$ cat config.mk
export PLATFORM = sky130hd
export DESIGN_NAME = ext_trig_conditioner
export DESIGN_NICKNAME = d
export VERILOG_FILES = /design/src/rtl/ext_trig_conditioner.sv
export SDC_FILE = /design/constraint.sdc
export NUM_CORES = 1
export LEC_CHECK = 0
export BUFFER_PORTS_ARGS = -buffer_cell sky130_fd_sc_hd__buf_2
export CORE_ASPECT_RATIO = 0.7
export CORE_UTILIZATION = 52
export DETAILED_ROUTE_END_ITERATION = 12
export PLACE_DENSITY_LB_ADDON = 0.08
export SLEW_MARGIN = 10
export SYNTH_ARGS = -nofsm -noshare
export SYNTH_HDL_FRONTEND = slang
export SYNTH_SLANG_ARGS = --single-unit
$ cat constraint.sdc
create_clock -name CLK -period 2.05 [get_ports CLK]
set_clock_uncertainty 0.2 [all_clocks]
set_input_delay 0.1025 -clock CLK [delete_from_list [all_inputs] [get_ports CLK]]
set_output_delay 0.1025 -clock CLK [all_outputs]
set_load 0.02 [all_outputs]
$ cat src/rtl/ext_trig_conditioner.sv
// External trigger conditioner: glitch filter, edge pulses, post-rise holdoff and saturating event count.
// Optional timestamp capture of accepted rises is built when EXT_TRIG_TIMESTAMP_EN is defined.
module ext_trig_conditioner #(
    parameter int FILTER_LEN = 4,
    parameter int HOLDOFF    = 100,
    parameter int CNT_WIDTH  = 16,
    parameter int TS_WIDTH   = 32
) (
    input  logic                 CLK,
    input  logic                 RESETN,
    input  logic                 SYNC_IN,
    input  logic                 ENABLE,
    input  logic                 CNT_CLEAR,
    output logic                 LEVEL_OUT,
    output logic                 RISE_PULSE,
    output logic                 FALL_PULSE,
    output logic                 BUSY,
    output logic [CNT_WIDTH-1:0] EVENT_COUNT
`ifdef EXT_TRIG_TIMESTAMP_EN
    ,
    output logic [TS_WIDTH-1:0]  TIMESTAMP,
    output logic                 TS_VALID
`endif
);

    if (FILTER_LEN < 1 || FILTER_LEN > 255 || HOLDOFF < 0 || HOLDOFF > 65535 ||
        CNT_WIDTH < 1 || TS_WIDTH < 1) begin : g_bad_params
        $error("ext_trig_conditioner: parameter out of legal range");
    end

    localparam logic [7:0]  FILT_LAST = 8'(FILTER_LEN - 1);
    localparam logic [15:0] HOLD_LAST = 16'(HOLDOFF);

    typedef enum logic {
        ST_IDLE,
        ST_HOLDOFF
    } state_t;

    state_t               state_reg, state_next;
    logic [7:0]           filt_cnt_reg, filt_cnt_next;
    logic [15:0]          hold_cnt_reg, hold_cnt_next;
    logic                 level_reg, level_next;
    logic                 rise_reg, rise_next;
    logic                 fall_reg, fall_next;
    logic                 busy_reg, busy_next;
    logic [CNT_WIDTH-1:0] count_reg, count_next;
    logic                 flip;
    logic                 rise_det;
    logic                 fall_det;

    // Mismatch run counter: the level only follows SYNC_IN after FILTER_LEN agreeing samples.
    always_comb begin
        flip          = 1'b0;
        filt_cnt_next = '0;
        if (SYNC_IN != level_reg) begin
            if (filt_cnt_reg == FILT_LAST) begin
                flip = 1'b1;
            end else begin
                filt_cnt_next = filt_cnt_reg + 8'd1;
            end
        end
        level_next = level_reg ^ flip;
    end

    assign rise_det = flip & ~level_reg;
    assign fall_det = flip & level_reg;

    // BUSY is registered from the holdoff state, so it trails RISE_PULSE by one cycle and
    // the state lingers one edge past the last BUSY cycle, rejecting a rise on that edge.
    always_comb begin
        state_next    = state_reg;
        hold_cnt_next = hold_cnt_reg;
        busy_next     = 1'b0;
        rise_next     = 1'b0;
        fall_next     = 1'b0;
        if (!ENABLE) begin
            state_next    = ST_IDLE;
            hold_cnt_next = '0;
        end else begin
            fall_next = fall_det;
            case (state_reg)
                ST_IDLE: begin
                    if (rise_det) begin
                        rise_next = 1'b1;
                        if (HOLDOFF > 0) begin
                            state_next    = ST_HOLDOFF;
                            hold_cnt_next = '0;
                        end
                    end
                end
                ST_HOLDOFF: begin
                    if (hold_cnt_reg == HOLD_LAST) begin
                        state_next    = ST_IDLE;
                        hold_cnt_next = '0;
                    end else begin
                        hold_cnt_next = hold_cnt_reg + 16'd1;
                        busy_next     = 1'b1;
                    end
                end
                default: begin
                    state_next    = ST_IDLE;
                    hold_cnt_next = '0;
                end
            endcase
        end
    end

    always_comb begin
        count_next = count_reg;
        if (CNT_CLEAR) begin
            count_next = '0;
        end else if (rise_next && (count_reg != '1)) begin
            count_next = count_reg + CNT_WIDTH'(1);
        end
    end

    always_ff @(posedge CLK or negedge RESETN) begin
        if (!RESETN) begin
            state_reg    <= ST_IDLE;
            filt_cnt_reg <= '0;
            hold_cnt_reg <= '0;
            level_reg    <= 1'b0;
            rise_reg     <= 1'b0;
            fall_reg     <= 1'b0;
            busy_reg     <= 1'b0;
            count_reg    <= '0;
        end else begin
            state_reg    <= state_next;
            filt_cnt_reg <= filt_cnt_next;
            hold_cnt_reg <= hold_cnt_next;
            level_reg    <= level_next;
            rise_reg     <= rise_next;
            fall_reg     <= fall_next;
            busy_reg     <= busy_next;
            count_reg    <= count_next;
        end
    end

    assign LEVEL_OUT   = level_reg;
    assign RISE_PULSE  = rise_reg;
    assign FALL_PULSE  = fall_reg;
    assign BUSY        = busy_reg;
    assign EVENT_COUNT = count_reg;

`ifdef EXT_TRIG_TIMESTAMP_EN
    logic [TS_WIDTH-1:0] ts_cnt_reg, ts_cnt_next;
    logic [TS_WIDTH-1:0] ts_reg;
    logic                ts_valid_reg;

    assign ts_cnt_next = ts_cnt_reg + TS_WIDTH'(1);

    // Captures the counter value that is visible during the RISE_PULSE cycle.
    always_ff @(posedge CLK or negedge RESETN) begin
        if (!RESETN) begin
            ts_cnt_reg   <= '0;
            ts_reg       <= '0;
            ts_valid_reg <= 1'b0;
        end else begin
            ts_cnt_reg <= ts_cnt_next;
            if (rise_next) begin
                ts_reg <= ts_cnt_next;
            end
            if (CNT_CLEAR) begin
                ts_valid_reg <= 1'b0;
            end else if (rise_next) begin
                ts_valid_reg <= 1'b1;
            end
        end
    end

    assign TIMESTAMP = ts_reg;
    assign TS_VALID  = ts_valid_reg;
`endif

endmodule

Word level (Yosys, flattened, before mapping)
Cells that the tools add are included.
Word-level totals
  bits of input ports: 5
  memories kept: 0
  logic and storage cells: 42
  bits in writable memories: 0
  ROM bits: 0
  output and inout port bits: 20
  register bits: 45
  latch bits: 0
Operators by class
  multiply operators: 0
  bitwise gates (word level): 5
  magnitude comparators: 0
  muxes and demuxes: 19
  div/mod/pow operators: 0
  eq/ne operators: 5
  reduce and logical (&&, ||, !) cells: 2
  add/sub/neg operators: 3
  shifts and indexed selects: 0
Operators by type and width (number)
  two-way mux 16 bit: 5
  adder 16 x 1 -> 16 bit (second input constant): 2
  one-hot mux 16 bit (2 select lines): 1
  == test 16 x 7 -> 1 bit (second input constant): 1
  two-way mux 8 bit: 2
  inequality test 16 bit (second input constant): 1
  two-way mux 1 bit: 10
  adder 8 x 1 -> 8 bit (second input constant): 1
  == test 8 x 2 -> 1 bit (second input constant): 1
  inequality test 3 bit (second input constant): 1
  bitwise AND 1 bit: 2
  inverter 1 bit: 2
  one-hot mux 1 bit (2 select lines): 1
  nonzero test 2 bit: 1
  logical AND 1 bit: 1
  inequality test 1 bit: 1
  XOR 1 bit: 1

Logic depth before layout (Yosys ltp)
Gate-level depths: netlist (run 1).
  depth after elaboration: 10
  mapped depth: 8
  depth with buffers taken out: 7

Worst setup path after synthesis (run 1)
Ideal clock, no wire load.
  path kind: flip-flop to flip-flop
  start: register filt_cnt_reg[0]
  end: register count_reg[15] (netlist: EVENT_COUNT[15])
  required time: 1.725 ns
  period minus slack after synthesis: 2.114 ns
  data arrival time: 1.789 ns
  path buffers: 0
  cell stages (with the launch flop): 7
  path slack: -0.064 ns
  setup time: 0.125 ns
  path through: dfrtp_1 -> ha_1 -> nor4b_4 -> nand4_1 -> nor3_1 -> and2b_1 -> mux2_2
Between the ends
  longest elaborated chain between the ends: 9
Ends and longest elaborated chain
  start: declaration: RTL line 40  | logic [7:0] filt_cnt_reg, filt_cnt_next;
  start signal: assignment: RTL line 129  | filt_cnt_reg <= filt_cnt_next;
  == test 8 x 2 -> 1 bit: RTL line 56  | if (filt_cnt_reg == FILT_LAST) begin
  two-way mux 1 bit: RTL line 56
  two-way mux 1 bit: RTL line 55  | if (SYNC_IN != level_reg) begin
  bitwise AND 1 bit: RTL line 65  | assign rise_det = flip & ~level_reg;
  two-way mux 1 bit: RTL line 83  | if (rise_det) begin
  two-way mux 1 bit: RTL line 81  | case (state_reg)
  two-way mux 1 bit: RTL line 76  | if (!ENABLE) begin
  logical AND 1 bit: RTL line 112  | end else if (rise_next && (count_reg != '1)) begin
  nonzero test 2 bit (no line)
  end signal: assignment: RTL line 135  | count_reg <= count_next;
  end: declaration: RTL line 46  | logic [CNT_WIDTH-1:0] count_reg, count_next;
Every way passes these cells.
A chain may end at the register's enable or synchronous reset.

Final worst setup path (run 1)
  start: register filt_cnt_reg[1]
  end: register count_reg[15] (netlist: EVENT_COUNT[15])
The elaborated chain is that of the path after synthesis.

==> flow_summary.ini, run 1 <==
[status]
status = finished with violations
violations = setup timing

[synth]
postSynthAreaPerCell_um2 = 9.460
synth_top_flop_cell = dfrtp_1
yosysWarnings = 0
ys_seq_area_share_pct = 48.39
synth_mux_area_share_pct = 0.9140
syn_inst = 246
postSynth.asyncResetShare_pct = 100.0
synth_nets = 255
ys_top_cells_by_count = dfrtp_1, nor2_1, nand2_1, o21ai_0, nand3_1
synth.area.top_cells = dfrtp_1, xnor2_1, nor2_1
yosysMostFrequentCell = dfrtp_1
synth.largest_area_cell = dfrtp_1
synthesis.area_um2 = 2327
synth_xor_area_share_pct = 8.280
synth_edf_count = 0
synth.top_cell.area_share_pct = 48.39
synth-adder-area-share_pct = 2.151
yosys.area_share.simple_pct = 23.71
yosys.cell_types.count = 39
ys_seq_elements = 45
synth-compound-area-share_pct = 13.55
synth_top_family_by_area = simple AND/OR/NAND/NOR gates

[flow_run]
maxCapViolCount = 0

[final_layout]
antenna_cells = 0
final_layout_size_suffix_gt1_share_pct = 31.85
design_area_um2 = 3090
regArea_um2 = 1126
area_growth_pct = 32.80
final-instance-count-excl-fill = 366
multi_input_area_um2 = 1262
nets = 322
fillerInstances = 296

[sta]
slew_violations = 0
slew_headroom_pct = 61.74
worstMarginPinSlew_ns = 0.5739
rsz0062_at_grt = yes
setup_ws_ns = -0.02009
fin_crit_ns = 2.070
setup_viol = 3
period_share_pct = 101.0
max_freq_mhz = 483.1
finalHoldViolCount = 0
fin_hold_ws_ns = 0.2125

[power_and_ir_drop]
vdd_drop_max_uv = 663.7
cellLeakagePower_nw = 1.414
p_per_area_nw_per_um2 = 640.2

[place]
placed_cells_incl_taps = 347
io_buffers = 24
pre_cts_ws_ns = -0.1062
hpwlAfterDp_um = 3775
gp_congestion = 0.8558
place_area_um2 = 2745

[clocking]
worstSkewPairLatency_ns = 0.30
clk_pin_slew_ns = 0.09
clk_path_buf_depth = 2
numCtsBuffers = 5
cts-root-buf = clkbuf_8
cts_tree = built
cts_max_level = 2
clock_sinks = 45

[floorplanning]
die-area_um2 = 4751
core_um2 = 4113
num_rows = 19
start_util_pct = 56.59
die_h_um = 57.97
die_w_um = 81.96
num_io_pins = 25

[routing]
drt_iter0_markers = 169
ant_nets = 0
drt-pass1-iter-count = 4
wl_um = 5591
post_drt_via_cell_ratio = 5.650
post_drt_wl_per_cell_um = 15.28
vias = 2068
drc_errors = 0

[critical_path]
path_buf_inv = 0
start_kind = flip-flop
reg2reg_slack_ns = -0.02
crit_path_cell_trace = ha_2 -> nor4b_4 -> nand4_1 -> nor3_2 -> and2b_1 -> mux2_4
cp_slowest_cell = dfrtp_1
required_ns = 2.03
cp_top_family = simple AND/OR/NAND/NOR gates
cp_max_fo = 4
arrival_ns = 2.05
end_kind = flip-flop
slowest_delay_ns = 0.38
critical_path_class = flip-flop to flip-flop

[grt]
track_usage_pct = 25.11
grt_pass1_vias = 1801
grt_start_max_net_pins = 46
grt_pass1_wl_um = 8825
gr-total-overflow = 0
antenna_found_initial = 0

[hold_path]
min_path_type = input pin to async pin
[power by group]
| part | internal [mW] | leakage, nW | switching (mW) |
|---|---|---|---|
| clock network | 0.366 | 0.0554 | 0.302 |
| registers | 0.925 | 0.624 | 0.0218 |
| logic | 0.153 | 0.734 | 0.210 |
[routing by layer]
metal  vias to the layer above  track usage (%)  part of all wire (%)
met5                         -                0                     0
met4                         0            4.261                  0.48
met3                         4            5.354                   7.5
met2                        75            32.82                    41
met1                       981            42.11                    51
li1                       1008                -                     -
[worst min-delay path, delay by kind of cell]
kind	cells	cell delay [ns]
buffers and inverters	3	1.08
[cell type report]
cell class,instances,share of cell area (%)
clock buffers,6,2.348
clock inverters,2,1.255
inverters,10,1.336
multi-input cells,183,40.85
flip-flops and latches,45,36.44
well taps,52,2.105
repair buffers,68,15.67
[path summary, 6_finish.rpt]
path | from | to | cells past startpoint
max reg2reg | filt_cnt_reg[1] | EVENT_COUNT[15] | 6
min reg2reg | hold_cnt_reg[15] | hold_cnt_reg[15] | 1
max | filt_cnt_reg[1] | EVENT_COUNT[15] | 6
min in group CLK | hold_cnt_reg[15] | hold_cnt_reg[15] | 1
max in group asynchronous | RESETN | hold_cnt_reg[6] | 3
min | RESETN | BUSY | 3
[through the flow]
step           setup TNS, ns  total power, mW  util (%)
6_report            -0.02313            1.979     75.14
5_1_grt               -1.512            2.068     75.14
4_1_cts             -0.02802            1.976     72.56
3_5_place_dp         -0.6835            1.295     66.75
3_3_place_gp        -0.04677            1.286     66.75
2_1_floorplan      -0.006001            1.137         -
[repair_timing]
| item | in CTS | in global routing |
|---|---|---|
| gates resized for setup | 10 | 19 |
| hold buffers | 4 | 0 |
| pin swaps | 6 | 5 |
| endpoints found under the hold margin | 60 | 0 |
| buffers inserted | 4 | 3 |
| setup endpoints to repair | 18 | 31 |
[placed cells by master (no fill, tap or decap), types with 8 or more instances in the layout]
cell type  count
xnor2_1       15
nand2_1       20
o21ai_0       19
dfrtp_1       45
buf_4         36
nand3_1       17
a31oi_1        8
nor2_1        33
buf_2         24
and3_1         9
[kinds of logic (layout without fill, tap and decap cells)]
kind of cell    after synthesis  in the layout
simple gates                107            107
compound gates               48             48
flops                        45             45
xor+xnor                     22             22
buf+inv                      18             86
fa+ha+maj                     4              4
mux                           2              2
(Power assumes the default switching activity.)
==> run 2: changes to the inputs <==
- RECOVER_POWER: unset -> 50
==> run 2 against run 1 <==
Net effect:
- the run still ends with setup timing left
- die area unchanged
- wire length is essentially flat
- sequential share of layout area rose by 0.059 points
- critical path type unchanged
==> flow_summary.ini, run 2 (synthesis results as in run 1) <==
[status]
status = finished with violations
violations = setup timing

[sta]
setup_viol = 3
worstMarginPinSlew_ns = 1.116
fin_crit_ns = 2.070
setup_ws_ns = -0.01958
slew_headroom_pct = 25.59
finalHoldViolCount = 0
period_share_pct = 101.0
slew_violations = 0
max_freq_mhz = 483.2
rsz0062_at_grt = yes

[clocking]
cts_tree = built
cts_max_level = 2
clk_pin_slew_ns = 0.09
cts-root-buf = clkbuf_8
clock_sinks = 45
clk_path_buf_depth = 2
worstSkewPairLatency_ns = 0.30
numCtsBuffers = 5

[place]
placed_cells_incl_taps = 347
gp_congestion = 0.8558
io_buffers = 24
hpwlAfterDp_um = 3775

[routing]
drc_errors = 0
drt-pass1-iter-count = 4
drt_iter0_markers = 169
post_drt_via_cell_ratio = 5.637
wl_um = 5596
vias = 2063
ant_nets = 0
post_drt_wl_per_cell_um = 15.29

[grt]
grt_pass1_wl_um = 8825
grt_start_max_net_pins = 46
track_usage_pct = 25.11
gr-total-overflow = 0
antenna_found_initial = 0
grt_pass1_vias = 1801

[hold_path]
min_path_type = flip-flop to flip-flop
holdCritStartpoint = hold_cnt_reg[15]

[power_and_ir_drop]
cellLeakagePower_nw = 1.404
vdd_drop_max_uv = 662.8
p_per_area_nw_per_um2 = 641.0

[final_layout]
final-instance-count-excl-fill = 366
final_cell_mix = dfrtp_1, buf_4, nor2_1
area_growth_pct = 32.58
antenna_cells = 0
nets = 322
final_common_cell = dfrtp_1
fin_util_pct = 75.02
final_layout_size_suffix_gt1_share_pct = 31.21

[critical_path]
arrival_ns = 2.05
cp_max_fo = 4
crit_start = filt_cnt_reg[1]
end_kind = flip-flop
timing.rr.start = filt_cnt_reg[1]
required_ns = 2.03
critical_path_class = flip-flop to flip-flop
start_kind = flip-flop

[flow_run]
maxCapViolCount = 0

[floorplanning]
die_h_um = 57.97
die_w_um = 81.96
num_rows = 19
num_io_pins = 25
core_um2 = 4113
start_util_pct = 56.59
die-area_um2 = 4751
## run 2: changes by cell type in the layout (fill, tap and decap cells not counted), sizes merged
cell / delta
buf: -3
clkbuf: +3
## run 2: layout make-up
type,instances,area (µm²)
clock buffers,6,72.57
clock inverters,2,38.79
fillers,298,1027
repair buffers,68,479.2
flip-flops and latches,45,1126
multi-input cells,183,1262
inverters,10,41.29
well taps,52,65.06
## run 2: critical path: stages, from the launching register on
cell and delay [ns]:
dfrtp_1 0.38, ha_2 0.19, nor4b_4 0.30, nand4_1 0.23, nor3_2 0.19, and2b_1 0.17, mux2_4 0.29
## run 2: power breakdown
part           total, mW  internal (mW)  switching (mW)  leakage, nW
Clock              0.668          0.366           0.302       0.0554
Combinational      0.363          0.152           0.210        0.724
Sequential         0.947          0.925          0.0219        0.624
Total               1.98           1.44           0.534         1.40
## run 2: what timing repair did
item	4_1_cts	5_1_grt
setup buffers	4	3
hold buffers	4	0
endpoints found under the hold margin	60	0
pin swaps	6	5
endpoints found under the setup margin	18	31
resized for setup	10	19
## run 2: through the flow
step / power (mW) / hold WS [ns] / area [µm²] / setup TNS, ns / worst slack (ns)
finish: 1.978 / 0.3141 / 3085 / -0.02125 / -0.01958
global route: 2.067 / 0.3383 / 3085 / -1.512 / -0.1336
global placement: 1.286 / 0.02266 / 2745 / -0.04677 / -0.03191
CTS: 1.976 / 0.2324 / 2984 / -0.02802 / -0.02802
detailed placement: 1.295 / 0.02154 / 2745 / -0.6835 / -0.1062
floorplan: 1.137 / -0.3931 / 2332 / -0.006001 / -0.006001
## run 2: path summary, 6_finish.rpt
check	endpoint	slack, ns	depth (start not counted)
min	hold_cnt_reg[15]	0.31	1
max reg2reg	EVENT_COUNT[15]	-0.02	6
min in group asynchronous	BUSY	0.42	3
max in group asynchronous	hold_cnt_reg[6]	0.53	3
max	EVENT_COUNT[15]	-0.02	6
min reg2reg	hold_cnt_reg[15]	0.31	1
## run 2: per-layer routing
layer  vias up  routed length (µm)  global-route usage, %  part of all wire (%)
met5         -                   0                      0                     0
met3         4                 412                  5.354                   7.4
met2        73                2266                  32.82                    40
li1       1008                   -                      -                     -
met1       978                2889                  42.11                    52
met4         0                  27                  4.261                  0.48
